**config.mk**
```make
export PLATFORM = sky130hd
export DESIGN_NAME = display_arbiter
export DESIGN_NICKNAME = d
export VERILOG_FILES = /design/src/rtl/display_arbiter.sv
export SDC_FILE = /design/constraint.sdc
export NUM_CORES = 1
export LEC_CHECK = 0
export ABC_AREA = 1
export CAP_MARGIN = 20
export CORE_MARGIN = 3
export CORE_UTILIZATION = 47
export CTS_CLUSTER_SIZE = 30
export DETAILED_ROUTE_END_ITERATION = 7
export PLACE_DENSITY = 0.87
export SLEW_MARGIN = 30
export SYNTH_ARGS = -nofsm -noshare
export SYNTH_HDL_FRONTEND = slang
export SYNTH_SLANG_ARGS = --single-unit
export TNS_END_PERCENT = 50
```
**constraint.sdc**
```tcl
create_clock -name clock -period 5.6 [get_ports clock]
set_input_delay 1.12 -clock clock [delete_from_list [all_inputs] [get_ports clock]]
set_output_delay 1.12 -clock clock [all_outputs]
set_load 0.01 [all_outputs]
```
**src/rtl/display_arbiter.sv**
```systemverilog
// -----------------------------------------------------------------------------
// display_arbiter
//
// Shares one 8-digit seven-segment display driver between four requesters.
// The display is granted to one requester at a time in round-robin order.
// Each grant lasts at least MIN_DWELL cycles. An owner that keeps requesting
// is pre-empted after MAX_DWELL cycles, but only if someone else is waiting.
// The owner's value/enable/point are forwarded to the driver through
// registered outputs.
//
// Ports
//   clock       in   system clock; all state changes on the rising edge
//   reset       in   asynchronous, active-high
//   req         in   [3:0]   level request per requester
//   req_value   in   [127:0] requester k digit nibbles at [32k+31:32k]
//   req_enable  in   [31:0]  requester k digit enables at [8k+7:8k]
//   req_point   in   [31:0]  requester k radix points at [8k+7:8k]
//   grant       out  [3:0]   one-hot current owner, 0 when idle
//   owner       out  [1:0]   encoded owner index, meaningful while busy
//   busy        out          1 while a grant is held
//   value       out  [31:0]  to display driver
//   enable      out  [7:0]   to display driver
//   point       out  [7:0]   to display driver
// -----------------------------------------------------------------------------
module display_arbiter #(
    parameter int MIN_DWELL = 16384,
    parameter int MAX_DWELL = 1048576
) (
    input  logic         clock,
    input  logic         reset,
    input  logic [3:0]   req,
    input  logic [127:0] req_value,
    input  logic [31:0]  req_enable,
    input  logic [31:0]  req_point,
    output logic [3:0]   grant,
    output logic [1:0]   owner,
    output logic         busy,
    output logic [31:0]  value,
    output logic [7:0]   enable,
    output logic [7:0]   point
);

    localparam int CW = (MAX_DWELL > 1) ? $clog2(MAX_DWELL) : 1;
    localparam logic [CW-1:0] MIN_LAST = CW'(MIN_DWELL - 1);
    localparam logic [CW-1:0] MAX_LAST = CW'(MAX_DWELL - 1);

    typedef enum logic {
        ST_IDLE  = 1'b0,
        ST_OWNED = 1'b1
    } state_t;

    state_t        state_q,  state_d;
    logic [1:0]    own_q,    own_d;
    logic [1:0]    ptr_q,    ptr_d;
    logic [CW-1:0] cnt_q,    cnt_d;
    logic [3:0]    grant_q,  grant_d;
    logic          busy_q,   busy_d;
    logic [31:0]   value_q,  value_d;
    logic [7:0]    enable_q, enable_d;
    logic [7:0]    point_q,  point_d;

    // Round-robin search: first set bit of r, scanning start, start+1, ... mod 4.
    // Returns {found, index}.
    function automatic logic [2:0] rr_pick(input logic [3:0] r, input logic [1:0] start);
        logic       found;
        logic [1:0] win;
        logic [1:0] idx;
        found = 1'b0;
        win   = start;
        for (int i = 0; i < 4; i++) begin
            idx = start + 2'(i);
            if (!found && r[idx]) begin
                found = 1'b1;
                win   = idx;
            end
        end
        return {found, win};
    endfunction

    logic [3:0] own_oh;
    logic [3:0] cand;
    logic       found;
    logic [1:0] win;
    logic       own_req;
    logic       dwell_met;
    logic       dwell_max;
    logic       take;
    logic       release_own;

    assign own_oh = 4'b0001 << own_q;
    // While owned, the current owner is never a handover candidate; since the
    // pointer already sits at owner+1 the scan covers owner+1..owner+3.
    assign cand      = (state_q == ST_OWNED) ? (req & ~own_oh) : req;
    assign {found, win} = rr_pick(cand, ptr_q);
    assign own_req   = req[own_q];
    assign dwell_met = (cnt_q >= MIN_LAST);
    assign dwell_max = (cnt_q >= MAX_LAST);

    always_comb begin
        state_d     = state_q;
        own_d       = own_q;
        ptr_d       = ptr_q;
        cnt_d       = cnt_q;
        grant_d     = grant_q;
        busy_d      = busy_q;
        value_d     = value_q;
        enable_d    = enable_q;
        point_d     = point_q;
        take        = 1'b0;
        release_own = 1'b0;

        case (state_q)
            ST_IDLE: begin
                if (found) begin
                    take = 1'b1;
                end else begin
                    enable_d = '0;
                end
            end
            ST_OWNED: begin
                if (cnt_q != MAX_LAST) begin
                    cnt_d = cnt_q + 1'b1;
                end
                // Owner data is tracked only while the owner still requests;
                // otherwise the display keeps its last picture.
                if (own_req) begin
                    value_d  = req_value[{own_q, 5'b00000} +: 32];
                    enable_d = req_enable[{own_q, 3'b000} +: 8];
                    point_d  = req_point[{own_q, 3'b000} +: 8];
                end
                if (dwell_met && (!own_req || dwell_max)) begin
                    if (found) begin
                        take = 1'b1;
                    end else if (!own_req) begin
                        release_own = 1'b1;
                    end
                end
            end
            default: begin
                state_d = ST_IDLE;
            end
        endcase

        // Grant (from idle) or direct handover: grant goes one-hot to one-hot.
        if (take) begin
            state_d  = ST_OWNED;
            own_d    = win;
            ptr_d    = win + 2'd1;
            cnt_d    = '0;
            grant_d  = 4'b0001 << win;
            busy_d   = 1'b1;
            value_d  = req_value[{win, 5'b00000} +: 32];
            enable_d = req_enable[{win, 3'b000} +: 8];
            point_d  = req_point[{win, 3'b000} +: 8];
        end

        if (release_own) begin
            state_d  = ST_IDLE;
            grant_d  = '0;
            busy_d   = 1'b0;
            enable_d = '0;
        end
    end

    always_ff @(posedge clock or posedge reset) begin
        if (reset) begin
            state_q  <= ST_IDLE;
            own_q    <= '0;
            ptr_q    <= '0;
            cnt_q    <= '0;
            grant_q  <= '0;
            busy_q   <= 1'b0;
            value_q  <= '0;
            enable_q <= '0;
            point_q  <= '0;
        end else begin
            state_q  <= state_d;
            own_q    <= own_d;
            ptr_q    <= ptr_d;
            cnt_q    <= cnt_d;
            grant_q  <= grant_d;
            busy_q   <= busy_d;
            value_q  <= value_d;
            enable_q <= enable_d;
            point_q  <= point_d;
        end
    end

    assign grant  = grant_q;
    assign owner  = own_q;
    assign busy   = busy_q;
    assign value  = value_q;
    assign enable = enable_q;
    assign point  = point_q;

endmodule

```
# Yosys cells after proc, flatten, opt, wreduce, memory -nomap -nowiden
# Index checks and enable logic that the tools add are counted.
# word_totals
input_bits,198
ff_bits,77
# classes
shifts,8
magnitude_cmp,7
eq_ne,3
n_addsub,5
n_mux,43
bitwise_logic,3
n_reduce_logical,16
# ops
op,count
variable part select 128 x 8 -> 32 bit,2
variable part select 32 x 6 -> 8 bit,4
2-to-1 mux 32 bit,3
2-to-1 mux 20 bit,3
2-to-1 mux 8 bit,7
adder 20 x 1 -> 20 bit (second input constant),1
>= comparator 20 x 14 -> 1 bit (second input constant),1
>= comparator 20 bit (second input constant),1
inequality test 20 bit (second input constant),1
2-to-1 mux 1 bit,17
one-hot mux 8 bit (2 select lines),1
< comparator 2 x 3 -> 1 bit (second input constant),5
2-to-1 mux 4 bit,3
binary-select mux 1 bit (select 2 bit),5
nonzero test 2 bit,4
left shift 1 x 2 -> 4 bit (first input constant),2
2-to-1 mux 2 bit,3
AND reduction 2 bit,3
adder 2 x 1 -> 2 bit (second input constant),2
adder 2 bit (second input constant),2
bitwise AND 4 bit,1
logical AND 1 bit,4
logical NOT 1 bit,4
inequality test 4 x 1 -> 1 bit (second input constant),1
other kinds (5),5

# Depth between registers and ports, before layout
# logic_depth
word_depth,21
ltp_mapped,19
depth_no_buf,18

# Least setup slack after synthesis
# Ideal clock, no wire load.
# synth_path
path_type,input-to-reg
from,in req[2]
to,reg value_q[8] (netlist: value[8])
t_required_ps,5483
setup_ps,117
setup_slack_ps,2891
n_path_buf,1
arrival_time_ps,2592
stages,14
path_cell_list,o21ai_1 -> o22ai_1 -> nand2_1 -> a21oi_1 -> inv_2 -> nand2_2 -> nand2_1 -> buf_1 -> nand3_1 -> nand2_1 -> nand2_1 -> nand2_1 -> nand2_1 -> nand2_1
# synth_via
elab_chain_cells,19
# synth_lines
item,line_no,text
from (decl),31,"input logic [3:0] req,"
branches (longest 19 deep; another with bitwise AND 4 bit),n/a,
to (signal assigned),183,value_q <= value_d;
to (decl),58,"logic [31:0] value_q, value_d;"
# Parallel ways; which one is timed is not known. The select of a mux whose other input is x is not followed.
# A chain may end at the register's enable or synchronous reset.

# Worst setup path in the final report
# layout_path
from,in req[1]
to,reg value_q[30] (netlist: value[30])
# The elaborated chain is that of the path after synthesis.

==> qor.txt <==
Synth Flop Type: dfrtp_1
Final ANT Viol Nets: 0
Syn Nets: 1198
Post-cts sizing count: 0
Pin count of the biggest net entering global routing: 81
Crit Path Max Fanout: 27
Largest area contributor in the synthesized netlist: dfrtp_1
Post-Synth Adder-Cell Area: 1.05%
Clk sinks: 77
Nets: 1416
Die width: 119 um
Post-synthesis mux area share: 0%
Root buffer cell: clkbuf_16
Sequential area share after synthesis: 32.2%
Top cell type's share of synthesized area: 32.2%
Worst endpoint required time: 5880 ps
CTS max path bufs: 2
Share of layout cells above drive strength 1: 4.11%
Routed wire length per instance: 15.0 um
Count of final hold-check violations: 0
Total core area: 0.0122 sq mm
Via count: 7439
Max Fclk: 258 MHz
Hold WC Path Type: reg2reg
Setup bufs post-CTS: 0
Post-synth cell types: 35
Clock slew at reported path FFs: 60 ps
Fill cells: 1023
WL final: 20800 um
WHS: 475 ps
Largest cells by area after synthesis: dfrtp_1 32%, nand2_1 29%, nand3_1 18%, inv_1 2.8%, clkbuf_1 2.0%
Hold Buf Count CTS: 0
Design Area, Final: 0.00890 sq mm
IO Port Bufs: 252
Synth Area in Simple Gates: 52.9%
First-pass GRT wire length: 33500 um
Clock Latency Late Sink: 340 ps
Placed wire-length estimate: 15200 um
Die height: 119 um
Tot GR Track Use: 28.9%
Antenna violations before repair: 0
Xor and xnor area share after synthesis: 0.879%
Max-cap violation count: 0
CTS tree: yes
Row count: 40
Number of flops mapped to enable cells by yosys: 0
Actual slew at the worst max-slew pin: 825 ps
Setup total negative slack: 0 ps
Grt ovf: 0
Top cells by count, synth: 457 x nand2_1, 210 x nand3_1, 77 x dfrtp_1
Leakage power: 4.48 nW
RSZ-0062 raised after global routing: no
CTS H-tree depth: 3
Number of remaining DRC errors: 0
Worst relative slew slack: 45.0%
Register bit total from synthesis: 77
Syn Std Cell Area: 0.00598 sq mm
VDD IR-drop max: 0.417 mV
Top-count cell post-synth: nand2_1
Status: completed
RD Place Congestion: 0.961
Inserted Diodes: 0
# setup viols final: 0
Pre-antenna DRT Iters: 5
Setup CP Type: in2reg
Compound-cell area share of the yosys netlist: 5.38%
Mean Syn Cell Area: 6.01 sq um
Pwr Density: 595 mW/mm^2
Worst Skew: 10.7 ps
Fin crit period: 3880 ps
Starting density of the core: 49.0%
Critical Path AT: 4160 ps
I/O Pins: 253
Area occupied by multi-input gates: 0.00361 sq mm
Vias in the first global route: 6940
CTS Buf Count: 9
Drt via density: 5.37
Post-Synthesis Cells: 995
Largest family of logic cells by synthesized area: simple AND/OR/NAND/NOR gates
Area growth from synthesis to layout: 48.8%
CP startpoint kind: primary input
Starting DRT DRC Count: 730
Max Slew Vio Count: 0
Full die area: 0.0141 sq mm
Crit. End Element: flop
Dpl cell area: 0.00861 sq mm
Synth async-reset ratio: 100%
Sequential Area: 0.00193 sq mm
Crit share post-route: 69.3%
Yosys warns: 0
Core Util, Final: 72.9%
-- power by group --
group / internal [mW] / switching [mW] / total, mW
Combinational: 1.39 / 2.35 / 3.74
Clock: 0.342 / 0.236 / 0.578
Sequential: 0.808 / 0.164 / 0.972
Total: 2.54 / 2.75 / 5.29
-- layout by cell type (no fill, tap or decap), types with 4 or more instances in the layout --
| cell | instances |
|---|---|
| nand3_1 | 210 |
| nand3b_1 | 6 |
| a21oi_1 | 13 |
| clkdlybuf4s50_1 | 252 |
| nand2_1 | 456 |
| inv_2 | 7 |
| dfrtp_1 | 77 |
| nand4_1 | 10 |
| clkinv_1 | 4 |
| inv_1 | 44 |
| ha_1 | 5 |
| a22oi_1 | 10 |
| buf_4 | 11 |
| nand2_2 | 5 |
| clkinv_2 | 4 |
| o21ai_0 | 15 |
| nor3_1 | 12 |
| clkbuf_16 | 9 |
| nand3_2 | 4 |
| nor2_1 | 30 |
-- sequential cells by signal (all words and copies together) (netlist names) --
signal,count
busy,1
cnt_q,20
enable,8
grant,4
owner,2
point,8
ptr_q,2
value,32
-- worst paths after layout --
check	slack (ps)	depth (start not counted)	start	to
hold reg to reg	470	2	point[2]$_DFFE_PP0P_	point[2]$_DFFE_PP0P_
min in group asynchronous	1150	2	reset	value[30]$_DFFE_PP0P_
hold / removal	470	2	point[2]$_DFFE_PP0P_	point[2]$_DFFE_PP0P_
setup / recovery	1720	14	req[1]	value[30]$_DFFE_PP0P_
setup reg to reg	2180	18	owner[0]$_DFFE_PP0N_	value[4]$_DFFE_PP0P_
max in group asynchronous	3730	3	reset	value[26]$_DFFE_PP0P_
-- worst max-delay path, cell delays in order --
cell and delay [ps]:
clkdlybuf4s50_1 520, o21ai_1 110, o22ai_1 320, nand2_1 90, a21oi_1 320, inv_2 60, nand2_2 420, nand2_1 90
nand2_1 580, buf_12 250, nand2_1 80, nand2_1 60, nand2_1 40, nand2_1 70
-- logic make-up after synthesis --
logic type | after synthesis
adders and majority gates | 5
AOI/OAI and AO/OA | 53
DFF | 77
buffers and inverters | 114
xor gates and xnor gates | 6
and+or+nand+nor | 740
-- layout make-up --
class / count / share of cell area (%)
clock buffer: 9 / 2.53
clock inverter: 7 / 0.745
inverter: 56 / 2.42
multi-input combinational: 804 / 40.6
sequential: 77 / 21.7
tap: 168 / 2.36
timing repair buffer: 265 / 29.7
-- per-layer routing --
| layer | routed length, um | track usage, % | vias to the layer above |
|---|---|---|---|
| met2 | 9870 | 47.4 | 372 |
| li1 | - | - | 3666 |
| met4 | 607 | 11.3 | 0 |
| met5 | 0 | 0 | - |
| met1 | 8420 | 35.9 | 3348 |
| met3 | 1870 | 8.37 | 53 |
-- through the flow --
step,setup slack (ps),std cells,power [mW]
3_3_place_gp,1500,1370,4.64
4_1_cts,1780,1386,5.29
6_report,1720,1386,5.29
5_1_grt,1460,1386,5.81
3_5_place_dp,1430,1370,4.70
2_1_floorplan,2510,995,3.48
(Power assumes the default switching activity.)
